===== config.mk =====
export PLATFORM = sky130hd
export DESIGN_NAME = spy_read_sched_flat
export DESIGN_NICKNAME = d
export VERILOG_FILES = /design/src/rtl/spy_read_sched_if.sv /design/src/rtl/spy_read_sched.sv /design/src/flat_wrapper.sv
export SDC_FILE = /design/constraint.sdc
export NUM_CORES = 1
export LEC_CHECK = 0
export CAP_MARGIN = 20
export CORE_MARGIN = 2
export CORE_UTILIZATION = 36
export DETAILED_ROUTE_END_ITERATION = 8
export PLACE_DENSITY_LB_ADDON = 0.05
export SLEW_MARGIN = 25
export SYNTH_ARGS = -nofsm -noshare
export SYNTH_HDL_FRONTEND = slang
export SYNTH_HIERARCHICAL = 1
export SYNTH_SLANG_ARGS = --single-unit

===== constraint.sdc =====
create_clock -name rclk -period 2.1 [get_ports rclk]
set_clock_uncertainty 0.15 [all_clocks]
set_input_delay 0.315 -clock rclk [delete_from_list [all_inputs] [get_ports rclk]]
set_output_delay 0.315 -clock rclk [all_outputs]
set_load 0.1 [all_outputs]

===== src/rtl/spy_read_sched_if.sv =====
// Requester-side bus and FIFO read-port bundles for the spy-buffer read scheduler.
// spy_req_if: requesters are master and the scheduler is slave. spy_fifo_rd_if: the scheduler is master.
interface spy_req_if #(
  parameter int NREQ  = 2,
  parameter int DATAW = 32,
  parameter int LENW  = 8
);
  logic [NREQ-1:0]           req;
  logic [NREQ-1:0][LENW-1:0] req_len;
  logic [NREQ-1:0]           out_ready;
  logic [NREQ-1:0]           gnt;
  logic [NREQ-1:0]           done;
  logic                      aborted;
  logic [DATAW-1:0]          out_data;
  logic [NREQ-1:0]           out_valid;

  modport master (output req, req_len, out_ready,
                  input  gnt, done, aborted, out_data, out_valid);
  modport slave  (input  req, req_len, out_ready,
                  output gnt, done, aborted, out_data, out_valid);
endinterface

interface spy_fifo_rd_if #(
  parameter int DATAW = 32
);
  logic             fifo_rempty;
  logic [DATAW-1:0] fifo_rdata;
  logic             fifo_rinc;

  modport master (input  fifo_rempty, fifo_rdata, output fifo_rinc);
  modport slave  (output fifo_rempty, fifo_rdata, input  fifo_rinc);
endinterface


===== src/rtl/spy_read_sched.sv =====
// Round-robin burst scheduler sharing one spy-FIFO read port among NREQ requesters.
// Optional stall timeout: define SPY_SCHED_TIMEOUT_EN.

// Per-requester output decode from the shared grant state.
module spy_sched_lane (
  input  logic sel,
  input  logic in_burst,
  input  logic in_fin,
  input  logic rinc,
  output logic gnt,
  output logic done,
  output logic out_valid
);
  assign gnt       = sel & (in_burst | in_fin);
  assign done      = sel & in_fin;
  assign out_valid = sel & in_burst & rinc;
endmodule

module spy_read_sched #(
  parameter int NREQ  = 2,
  parameter int DATAW = 32,
  parameter int LENW  = 8,
  parameter int TOW   = 10
) (
  input  logic          rclk,
  input  logic          rrst,
  spy_req_if.slave      rq,
  spy_fifo_rd_if.master fifo,
  output logic [15:0]   words_total
);
  localparam int GW = (NREQ > 1) ? $clog2(NREQ) : 1;

  typedef enum logic [1:0] {IDLE, BURST, FIN} state_t;

  state_t          state, state_nxt;
  logic [GW-1:0]   g, g_nxt;
  logic [GW-1:0]   last, last_nxt;
  logic [LENW-1:0] cnt, cnt_nxt;
  logic            ab, ab_nxt;
  logic            rinc;
  logic            any_req;
  logic [GW-1:0]   pick;

`ifdef SPY_SCHED_TIMEOUT_EN
  logic [TOW-1:0]  stall, stall_nxt;
`else
  logic            tow_unused;
  assign tow_unused = (TOW > 0);
`endif

  // Read only when the FIFO has data, the owner accepts, and the owner still wants the burst.
  assign rinc           = (state == BURST) & ~fifo.fifo_rempty & rq.out_ready[g] & rq.req[g];
  assign fifo.fifo_rinc = rinc;
  assign rq.out_data    = fifo.fifo_rdata;
  assign rq.aborted     = (state == FIN) & ab;

  // Scan last+NREQ down to last+1 so the nearest requester after last wins.
  always_comb begin
    logic [GW:0] sum;
    any_req = 1'b0;
    pick    = '0;
    sum     = '0;
    for (int k = NREQ; k >= 1; k--) begin
      sum = {1'b0, last} + (GW+1)'(k);
      if (sum >= (GW+1)'(NREQ)) sum = sum - (GW+1)'(NREQ);
      if (rq.req[sum[GW-1:0]]) begin
        any_req = 1'b1;
        pick    = sum[GW-1:0];
      end
    end
  end

  always_comb begin
    state_nxt = state;
    g_nxt     = g;
    cnt_nxt   = cnt;
    last_nxt  = last;
    ab_nxt    = ab;
`ifdef SPY_SCHED_TIMEOUT_EN
    stall_nxt = stall;
`endif
    case (state)
      IDLE: begin
        if (any_req) begin
          g_nxt     = pick;
          cnt_nxt   = rq.req_len[pick];
          ab_nxt    = 1'b0;
          state_nxt = (rq.req_len[pick] == '0) ? FIN : BURST;
`ifdef SPY_SCHED_TIMEOUT_EN
          stall_nxt = '0;
`endif
        end
      end
      BURST: begin
        if (!rq.req[g]) begin
          state_nxt = FIN;
          ab_nxt    = 1'b1;
        end else if (rinc) begin
          cnt_nxt = cnt - LENW'(1);
          if (cnt == LENW'(1)) begin
            state_nxt = FIN;
            ab_nxt    = 1'b0;
          end
`ifdef SPY_SCHED_TIMEOUT_EN
          stall_nxt = '0;
        end else begin
          // A stalled owner or dry FIFO gives up the port once the counter saturates.
          stall_nxt = stall + TOW'(1);
          if (&stall_nxt) begin
            state_nxt = FIN;
            ab_nxt    = 1'b1;
          end
`endif
        end
      end
      FIN: begin
        last_nxt  = g;
        state_nxt = IDLE;
      end
      default: state_nxt = IDLE;
    endcase
  end

  always_ff @(posedge rclk) begin
    if (rrst) begin
      state       <= IDLE;
      g           <= '0;
      cnt         <= '0;
      last        <= GW'(NREQ-1);
      ab          <= 1'b0;
      words_total <= '0;
`ifdef SPY_SCHED_TIMEOUT_EN
      stall       <= '0;
`endif
    end else begin
      state <= state_nxt;
      g     <= g_nxt;
      cnt   <= cnt_nxt;
      last  <= last_nxt;
      ab    <= ab_nxt;
`ifdef SPY_SCHED_TIMEOUT_EN
      stall <= stall_nxt;
`endif
      if (rinc && !(&words_total)) words_total <= words_total + 16'd1;
    end
  end

  logic [NREQ-1:0] gnt_v, done_v, vld_v;

  for (genvar i = 0; i < NREQ; i++) begin : g_lane
    spy_sched_lane u_lane (
      .sel       (g == GW'(i)),
      .in_burst  (state == BURST),
      .in_fin    (state == FIN),
      .rinc      (rinc),
      .gnt       (gnt_v[i]),
      .done      (done_v[i]),
      .out_valid (vld_v[i])
    );
  end

  assign rq.gnt       = gnt_v;
  assign rq.done      = done_v;
  assign rq.out_valid = vld_v;
endmodule


===== src/flat_wrapper.sv =====
// flat-port wrapper written by rule: the top's interface ports become plain ports
module spy_read_sched_flat 
#(
  parameter int NREQ  = 2,
  parameter int DATAW = 32,
  parameter int LENW  = 8,
  parameter int TOW   = 10
)
  (rclk, rrst, words_total, rq_req, rq_req_len, rq_out_ready, rq_gnt, rq_done, rq_aborted, rq_out_data, rq_out_valid, fifo_fifo_rempty, fifo_fifo_rdata, fifo_fifo_rinc);
  spy_req_if #(.NREQ(NREQ), .DATAW(DATAW), .LENW(LENW)) rq_i ();
  spy_fifo_rd_if #(.DATAW(DATAW)) fifo_i ();
  input  logic rclk;
  input  logic rrst;
  output logic [15:0] words_total;
  input wire logic [$bits(rq_i.req)-1:0] rq_req;
  input wire logic [$bits(rq_i.req_len)-1:0] rq_req_len;
  input wire logic [$bits(rq_i.out_ready)-1:0] rq_out_ready;
  output wire logic [$bits(rq_i.gnt)-1:0] rq_gnt;
  output wire logic [$bits(rq_i.done)-1:0] rq_done;
  output wire logic [$bits(rq_i.aborted)-1:0] rq_aborted;
  output wire logic [$bits(rq_i.out_data)-1:0] rq_out_data;
  output wire logic [$bits(rq_i.out_valid)-1:0] rq_out_valid;
  input wire logic [$bits(fifo_i.fifo_rempty)-1:0] fifo_fifo_rempty;
  input wire logic [$bits(fifo_i.fifo_rdata)-1:0] fifo_fifo_rdata;
  output wire logic [$bits(fifo_i.fifo_rinc)-1:0] fifo_fifo_rinc;
  assign rq_i.req = rq_req;
  assign rq_i.req_len = rq_req_len;
  assign rq_i.out_ready = rq_out_ready;
  assign rq_gnt = rq_i.gnt;
  assign rq_done = rq_i.done;
  assign rq_aborted = rq_i.aborted;
  assign rq_out_data = rq_i.out_data;
  assign rq_out_valid = rq_i.out_valid;
  assign fifo_i.fifo_rempty = fifo_fifo_rempty;
  assign fifo_i.fifo_rdata = fifo_fifo_rdata;
  assign fifo_fifo_rinc = fifo_i.fifo_rinc;
  spy_read_sched #(.NREQ(NREQ), .DATAW(DATAW), .LENW(LENW), .TOW(TOW)) u_core (.rclk(rclk), .rrst(rrst), .rq(rq_i), .fifo(fifo_i), .words_total(words_total));
endmodule

==> results.sh, run 1 <==
export IMPL_nets=359
export IMPL_finalMaxSlewViolations=0
export IMPL_cp_cell_sequence="clkdlybuf4s50_1 > mux2i_1 > or4_4 > buf_6 > buf_4 > buf_4 > nor4_4 > mux2_4"
export IMPL_drt_wl_total_microns=6010
export IMPL_netlist_instances=264
export IMPL_violations="setup timing"
export IMPL_maxCapViolCount=0
export IMPL_firstDrtPassIters=4
export IMPL_setup_violations_final=12
export IMPL_max_freq_mhz=425
export IMPL_synth_avg_cell_area_sq_um=7.93
export IMPL_timing_hold_ws_ps=326
export IMPL_ys_types=45
export IMPL_layout_drive_gt1_share_pct=38.4
export IMPL_synth_common_cells="buf_4 (32), dfxtp_1 (29), a21oi_1 (20)"
export IMPL_antenna_found_initial=0
export IMPL_port_buffers=46
export IMPL_track_usage_pct=18.0
export IMPL_max_stage_delay_ps=470
export IMPL_startpoint_type="primary input"
export IMPL_dr_total_vias=2063
export IMPL_worstSetupPathType="primary input to flop"
export IMPL_pwr_density_cell_nw_per_um2=531
export IMPL_rsz0062_at_grt="true"
export IMPL_gp_congestion=0.817
export IMPL_grt_pass1_wl_microns=9060
export IMPL_final_antenna_net_count=0
export IMPL_vdd_drop_max_v=0.000247
export IMPL_hpwlAfterDp_microns=4170
export IMPL_yosysSeqAreaShare_pct=27.7
export IMPL_cts_buffers=5
export IMPL_h_tree_depth=2
export IMPL_grt_max_degree=21
export IMPL_synth_most_common_cell="buf_4"
export IMPL_vias_per_cell=5.52
export IMPL_drtIter0Drc=101
export IMPL_cts_root_buf="clkbuf_8"
export IMPL_grt_pass1_vias=1826
export IMPL_hold_class="flop to flop"
export IMPL_route_detailed_drc=0
export IMPL_slowest_stage="or4_4"
export IMPL_setup_ws_ps=-253
export IMPL_overflow=0
export IMPL_dp_cells=360
export IMPL_crit_fanout=5
export IMPL_core_area_sq_um=5570
export IMPL_clk_latency_ps=290
export IMPL_dieHeight_microns=80.3
export IMPL_initial_core_util_pct=37.6
export IMPL_cpMostUsedCell="buf_4"
export IMPL_ys_seq_elements=29
export IMPL_outcome="finished, violations left"
export IMPL_fin_crit_sh_pct=112
export IMPL_worst_slew_pin_slew_ps=621
export IMPL_syn_num_nets=322
export IMPL_yosys_warnings=6
export IMPL_cts_buffer_depth=2
export IMPL_cts_tree="yes"
export IMPL_synth_ff_type="dfxtp_1"
export IMPL_fp_dieArea_sq_um=6440
export IMPL_path_clk_slew_ps=70
export IMPL_timing_final_crit_period_ps=2350
export IMPL_cp_end_kind="flop"
export IMPL_synth_edf_count=0
export IMPL_final_fill_count=559
export IMPL_yosys_top_cells_area="dfxtp_1 (28%), buf_4 (11%), a21oi_1 (4.8%)"
export IMPL_cp_data_arrival_time_ps=2380
export IMPL_finalNonFillerCells=374
export IMPL_synth_top_area_share_pct=27.7
export IMPL_io_pins=111
export IMPL_chipWidth_microns=80.3
export IMPL_p_leak_nw=1.11
export IMPL_syn_area_sq_um=2090
export IMPL_timing_final_hold_violations=0
export IMPL_n_antenna_cell=0
export IMPL_rows=27
export IMPL_async_flop_share_pct=0
export IMPL_area_growth_pct=40.9
export IMPL_slew_headroom_pct=58.3
export IMPL_required_ps=2130
export IMPL_synth_top_cell_by_area="dfxtp_1"
export IMPL_wire_per_inst_microns=16.1
export IMPL_clock_sinks=29
per-layer routing:
| layer | vias to the layer above | GRT usage (%) | routed length [microns] |
|---|---|---|---|
| li1 | 1026 | - | - |
| met1 | 973 | 25.7 | 2860 |
| met2 | 53 | 26.5 | 2760 |
| met3 | 11 | 3.93 | 296 |
| met4 | 0 | 6.27 | 94 |
| met5 | - | 0 | 0 |
through the flow:
step	cell area, sq um	total power, mW	worst slack [ps]	util (%)	setup TNS, ps
6_report	2950	1.57	-253	53.0	-1690
5_1_grt	2950	1.66	-289	53.0	-2390
4_1_cts	2890	1.57	-267	51.8	-2140
3_5_place_dp	2690	1.09	-435	48.3	-9690
3_3_place_gp	2690	1.08	-445	48.3	-9660
2_1_floorplan	2230	1.19	-187	-	-804
state kept, by name, indices dropped and copies added (netlist names):
name and count:
u_core/cnt 8, u_core/last 1, u_core/words_total 16, u_core/state 2, u_core/ab 1, u_core/g 1
worst max-delay path, delay by kind of cell:
family | cells | cell delay (ps)
buffers and inverters | 4 | 910
and+or+nand+nor | 2 | 760
muxes | 2 | 390
report_power, final:
| group | internal, mW | switching, mW | total, mW |
|---|---|---|---|
| Clock | 0.229 | 0.244 | 0.472 |
| Sequential | 0.568 | 0.0304 | 0.598 |
| Combinational | 0.232 | 0.265 | 0.497 |
| Total | 1.03 | 0.539 | 1.57 |
area by class of cell:
cell class,instances,area (sq um),share of cell area [%]
multi-input combinational,177,1290,43.7
clock inverter,3,17.5,0.593
inverter,10,63.8,2.16
sequential,29,639,21.7
tap,72,90.1,3.05
timing repair buffer,78,781,26.5
clock buffer,5,68.8,2.33
what timing repair did:
action | 4_1_cts | 5_1_grt
gates cloned | 1 | 0
resized for setup | 12 | 16
buffers inserted | 4 | 1
setup endpoints to repair | 22 | 26
hold buffers | 0 | 0
pin swaps | 4 | 6
layout by cell type, fill, tap and decap left out, types with 3 or more instances in the layout:
cell type and count:
dfxtp_4 14, inv_1 8, dfxtp_2 5, a32o_1 5, buf_4 45, buf_12 9, or4_1 7, nand3_1 9
nand4_1 7, nor4_1 4, nor2b_1 6, a21oi_2 4, clkdlybuf4s50_1 18, a22oi_1 3, o21ai_0 7, nor2_1 15
and4_1 3, o22ai_1 6, mux2i_1 8, mux2_2 5, nor4_4 3, dfxtp_1 10, o31ai_1 10, nor3_1 6
dlygate4sd2_1 3, clkbuf_8 5, nand2_1 11, or4_4 3, a21oi_1 16
cells by family after synthesis:
| kind of cell | synth area share [%] |
|---|---|
| DFF | 27.7 |
| AOI/OAI and AO/OA | 20.7 |
| muxes | 7.59 |
| adders and majority gates | 1.79 |
| and+or+nand+nor | 25.2 |
| buffers and inverters | 17.0 |
path summary, 6_finish.rpt:
path,from,endpoint,slack [ps],cells past startpoint
setup / recovery,rq_out_ready[0],u_core/words_total[10]$_SDFFE_PP0P_,-250,8
setup reg to reg,u_core/state[1]$_SDFFE_PP0P_,u_core/words_total[10]$_SDFFE_PP0P_,-240,7
hold reg to reg,u_core/last$_SDFFE_PP1P_,u_core/last$_SDFFE_PP1P_,330,2
hold / removal,u_core/last$_SDFFE_PP1P_,u_core/last$_SDFFE_PP1P_,330,2
(Power assumes the default switching activity.)
==> inputs of run 2 (changes only) <==
--- a/config.mk
+++ b/config.mk
@@ -7,8 +7,9 @@
 export LEC_CHECK = 0
 export CAP_MARGIN = 20
 export CORE_MARGIN = 2
-export CORE_UTILIZATION = 36
+export CORE_UTILIZATION = 57
 export DETAILED_ROUTE_END_ITERATION = 8
+export DONT_BUFFER_PORTS = 1
 export PLACE_DENSITY_LB_ADDON = 0.05
 export SLEW_MARGIN = 25
 export SYNTH_ARGS = -nofsm -noshare
==> constraint.sdc (replaced) <==
create_clock -name rclk -period 2.1 [get_ports rclk]
set_clock_uncertainty 0.15 [all_clocks]
set_input_delay 0.315 -clock rclk [delete_from_list [all_inputs] [get_ports rclk]]
set_output_delay 0.315 -clock rclk [all_outputs]
set_load 0.05 [all_outputs]
==> run 2 against run 1 <==
Largest power group unchanged. Non-clock buffer count fell by 46. Sequential power rose by 3%. Cell count fell by 18%. Worst hold slack got worse by 270 ps. Routed wire length fell by 11%. The flow still finishes with violations (setup timing). Maximum frequency rose by 7.0%. Final area fell by 21%. Register-to-register slack improved by 140 ps.
==> results.sh, run 2 (same netlist as run 1, synthesis figures left out) <==
export IMPL_outcome="finished, violations left"
export IMPL_violations="setup timing"
export IMPL_dp_cells=292
export IMPL_h_tree_depth=2
export IMPL_fin_total_pwr_mw=1.48
export IMPL_path_clk_slew_ps=60
export IMPL_slowest_stage="or4_4"
export IMPL_fp_dieArea_sq_um=4180
export IMPL_timing_hold_ws_ps=58.0
export IMPL_drt_wl_total_microns=5380
export IMPL_whs_path_depth=2
export IMPL_vdd_drop_max_v=0.000418
export IMPL_largest_reg_flops=16
export IMPL_crit_fanout=13
export IMPL_place_ws_ps=-50.9
export IMPL_gp_congestion=0.892
export IMPL_worst_slew_pin_slew_ps=753
export IMPL_grt_pass1_vias=1832
export IMPL_cts_buffers=5
export IMPL_hpwlAfterDp_microns=3580
export IMPL_clk_latency_ps=270
export IMPL_setup_violations_final=10
export IMPL_fin_crit_sh_pct=105
export IMPL_p_sw_share_pct=30.3
export IMPL_clkPwrFrac_pct=34.0
export IMPL_slew_headroom_pct=49.3
export IMPL_cp_data_arrival_time_ps=2240
export IMPL_final_fill_count=319
export IMPL_timing_final_hold_violations=0
export IMPL_io_pins=111
export IMPL_initial_core_util_pct=58.1
export IMPL_hold_class="primary input to flop"
export IMPL_rr_worst_depth=5
export IMPL_p_seq_share_pct=41.7
export IMPL_ff_latch_area_sq_um=603
export IMPL_wire_per_inst_microns=17.6
export IMPL_pwr_density_cell_nw_per_um2=634
export IMPL_vias_per_cell=6.44
export IMPL_p_leak_nw=0.859
export IMPL_clock_sinks=29
export IMPL_timing_final_crit_period_ps=2200
export IMPL_overflow=0
export IMPL_max_stage_delay_ps=560
export IMPL_fin_util_pct=64.8
export IMPL_rsz0062_at_grt="true"
export IMPL_finalNonFillerCells=305
export IMPL_path_depth=5
export IMPL_multi_input_area_sq_um=1260
export IMPL_maxCapViolCount=0
export IMPL_finalMaxSlewViolations=0
export IMPL_setup_ws_ps=-98.1
export IMPL_combPwrFrac_pct=24.3
export IMPL_cts_buffer_depth=2
export IMPL_cts_tree="yes"
export IMPL_core_area_sq_um=3610
export IMPL_startpoint_type="flop"
export IMPL_worstSetupPathType="flop to flop"
export IMPL_cts_root_buf="clkbuf_8"
export IMPL_layout_drive_gt1_share_pct=31.5
export IMPL_cp_cell_sequence="mux2i_2 > or4_4 > buf_6 > or4_1 > a21oi_1"
export IMPL_n_antenna_cell=0
export IMPL_rows=22
export IMPL_max_freq_mhz=455
export IMPL_chipWidth_microns=64.6
export IMPL_dieHeight_microns=64.6
export IMPL_layout_common_cells="buf_4 (29), a21oi_1 (20), dfxtp_2 (18)"
export IMPL_top_register="u_core/words_total"
export IMPL_final_antenna_net_count=0
export IMPL_switchingPower_mw=0.449
export IMPL_track_usage_pct=26.9
export IMPL_drtIter0Drc=192
export IMPL_setup_tns_ps=-642
export IMPL_reg_largest_list="u_core/words_total: 16 flops, u_core/cnt: 8 flops, u_core/state: 2 flops"
export IMPL_firstDrtPassIters=4
export IMPL_dr_total_vias=1965
export IMPL_final_area_sq_um=2340
export IMPL_nets=314
export IMPL_required_ps=2150
export IMPL_cp_num_buf_inv=1
export IMPL_cp_end_kind="flop"
export IMPL_port_buffers=0
export IMPL_p_int_mw=1.03
export IMPL_path_delay_family="simple AND/OR/NAND/NOR gates"
export IMPL_grt_max_degree=26
export IMPL_grt_pass1_wl_microns=8710
export IMPL_area_growth_pct=11.5
export IMPL_place_area_sq_um=2150
export IMPL_final_common_cell="buf_4"
export IMPL_antenna_found_initial=0
export IMPL_route_detailed_drc=0
## run 2: cell count changes in the layout (fill, tap and decap cells not counted), moves of 4 or more
cell / before / now
a21oi_2: 4 / 0
dfxtp_4: 14 / 0
clkdlybuf4s50_1: 18 / 0
buf_12: 9 / 1
a21oi_1: 16 / 20
buf_4: 45 / 29
dfxtp_2: 5 / 18
## run 2: final timing paths
kind | from | to | slack (ps)
max reg2reg | u_core/g$_SDFFE_PP0P_ | u_core/words_total[7]$_SDFFE_PP0P_ | -100
max | u_core/g$_SDFFE_PP0P_ | u_core/words_total[7]$_SDFFE_PP0P_ | -100
min reg2reg | u_core/last$_SDFFE_PP1P_ | u_core/last$_SDFFE_PP1P_ | 340
min | rrst | u_core/state[1]$_SDFFE_PP0P_ | 60
## run 2: cell type report
| type | count | share of cell area (%) |
|---|---|---|
| well taps | 48 | 2.57 |
| flip-flops and latches | 29 | 25.8 |
| clock buffers | 7 | 4.12 |
| multi-input cells | 178 | 53.9 |
| repair buffers | 32 | 11.1 |
| clock inverters | 1 | 0.214 |
| inverters | 10 | 2.30 |
## run 2: what timing repair did
item	4_1_cts	5_1_grt
endpoints found under the setup margin	9	24
endpoints found under the hold margin	15	0
gates resized for setup	4	8
cloned	1	0
setup buffers	2	1
pin swaps	2	1
hold buffers	1	0
## run 2: metal layers
layer	track usage, %	vias up	part of all wire, %
li1	-	939	-
met1	34.8	923	43
met2	41.9	83	48
met3	6.94	20	7.1
met4	12.5	0	2.2
met5	0	-	0
## run 2: power by group through the flow
stage / clock (mW) / combinational, mW / sequential, mW
finish: 0.503 / 0.360 / 0.618
global route: 0.540 / 0.399 / 0.623
CTS: 0.520 / 0.344 / 0.617
detailed placement: 0 / 0.330 / 0.629
global placement: 0 / 0.319 / 0.626
floorplan: 0 / 0.425 / 0.627
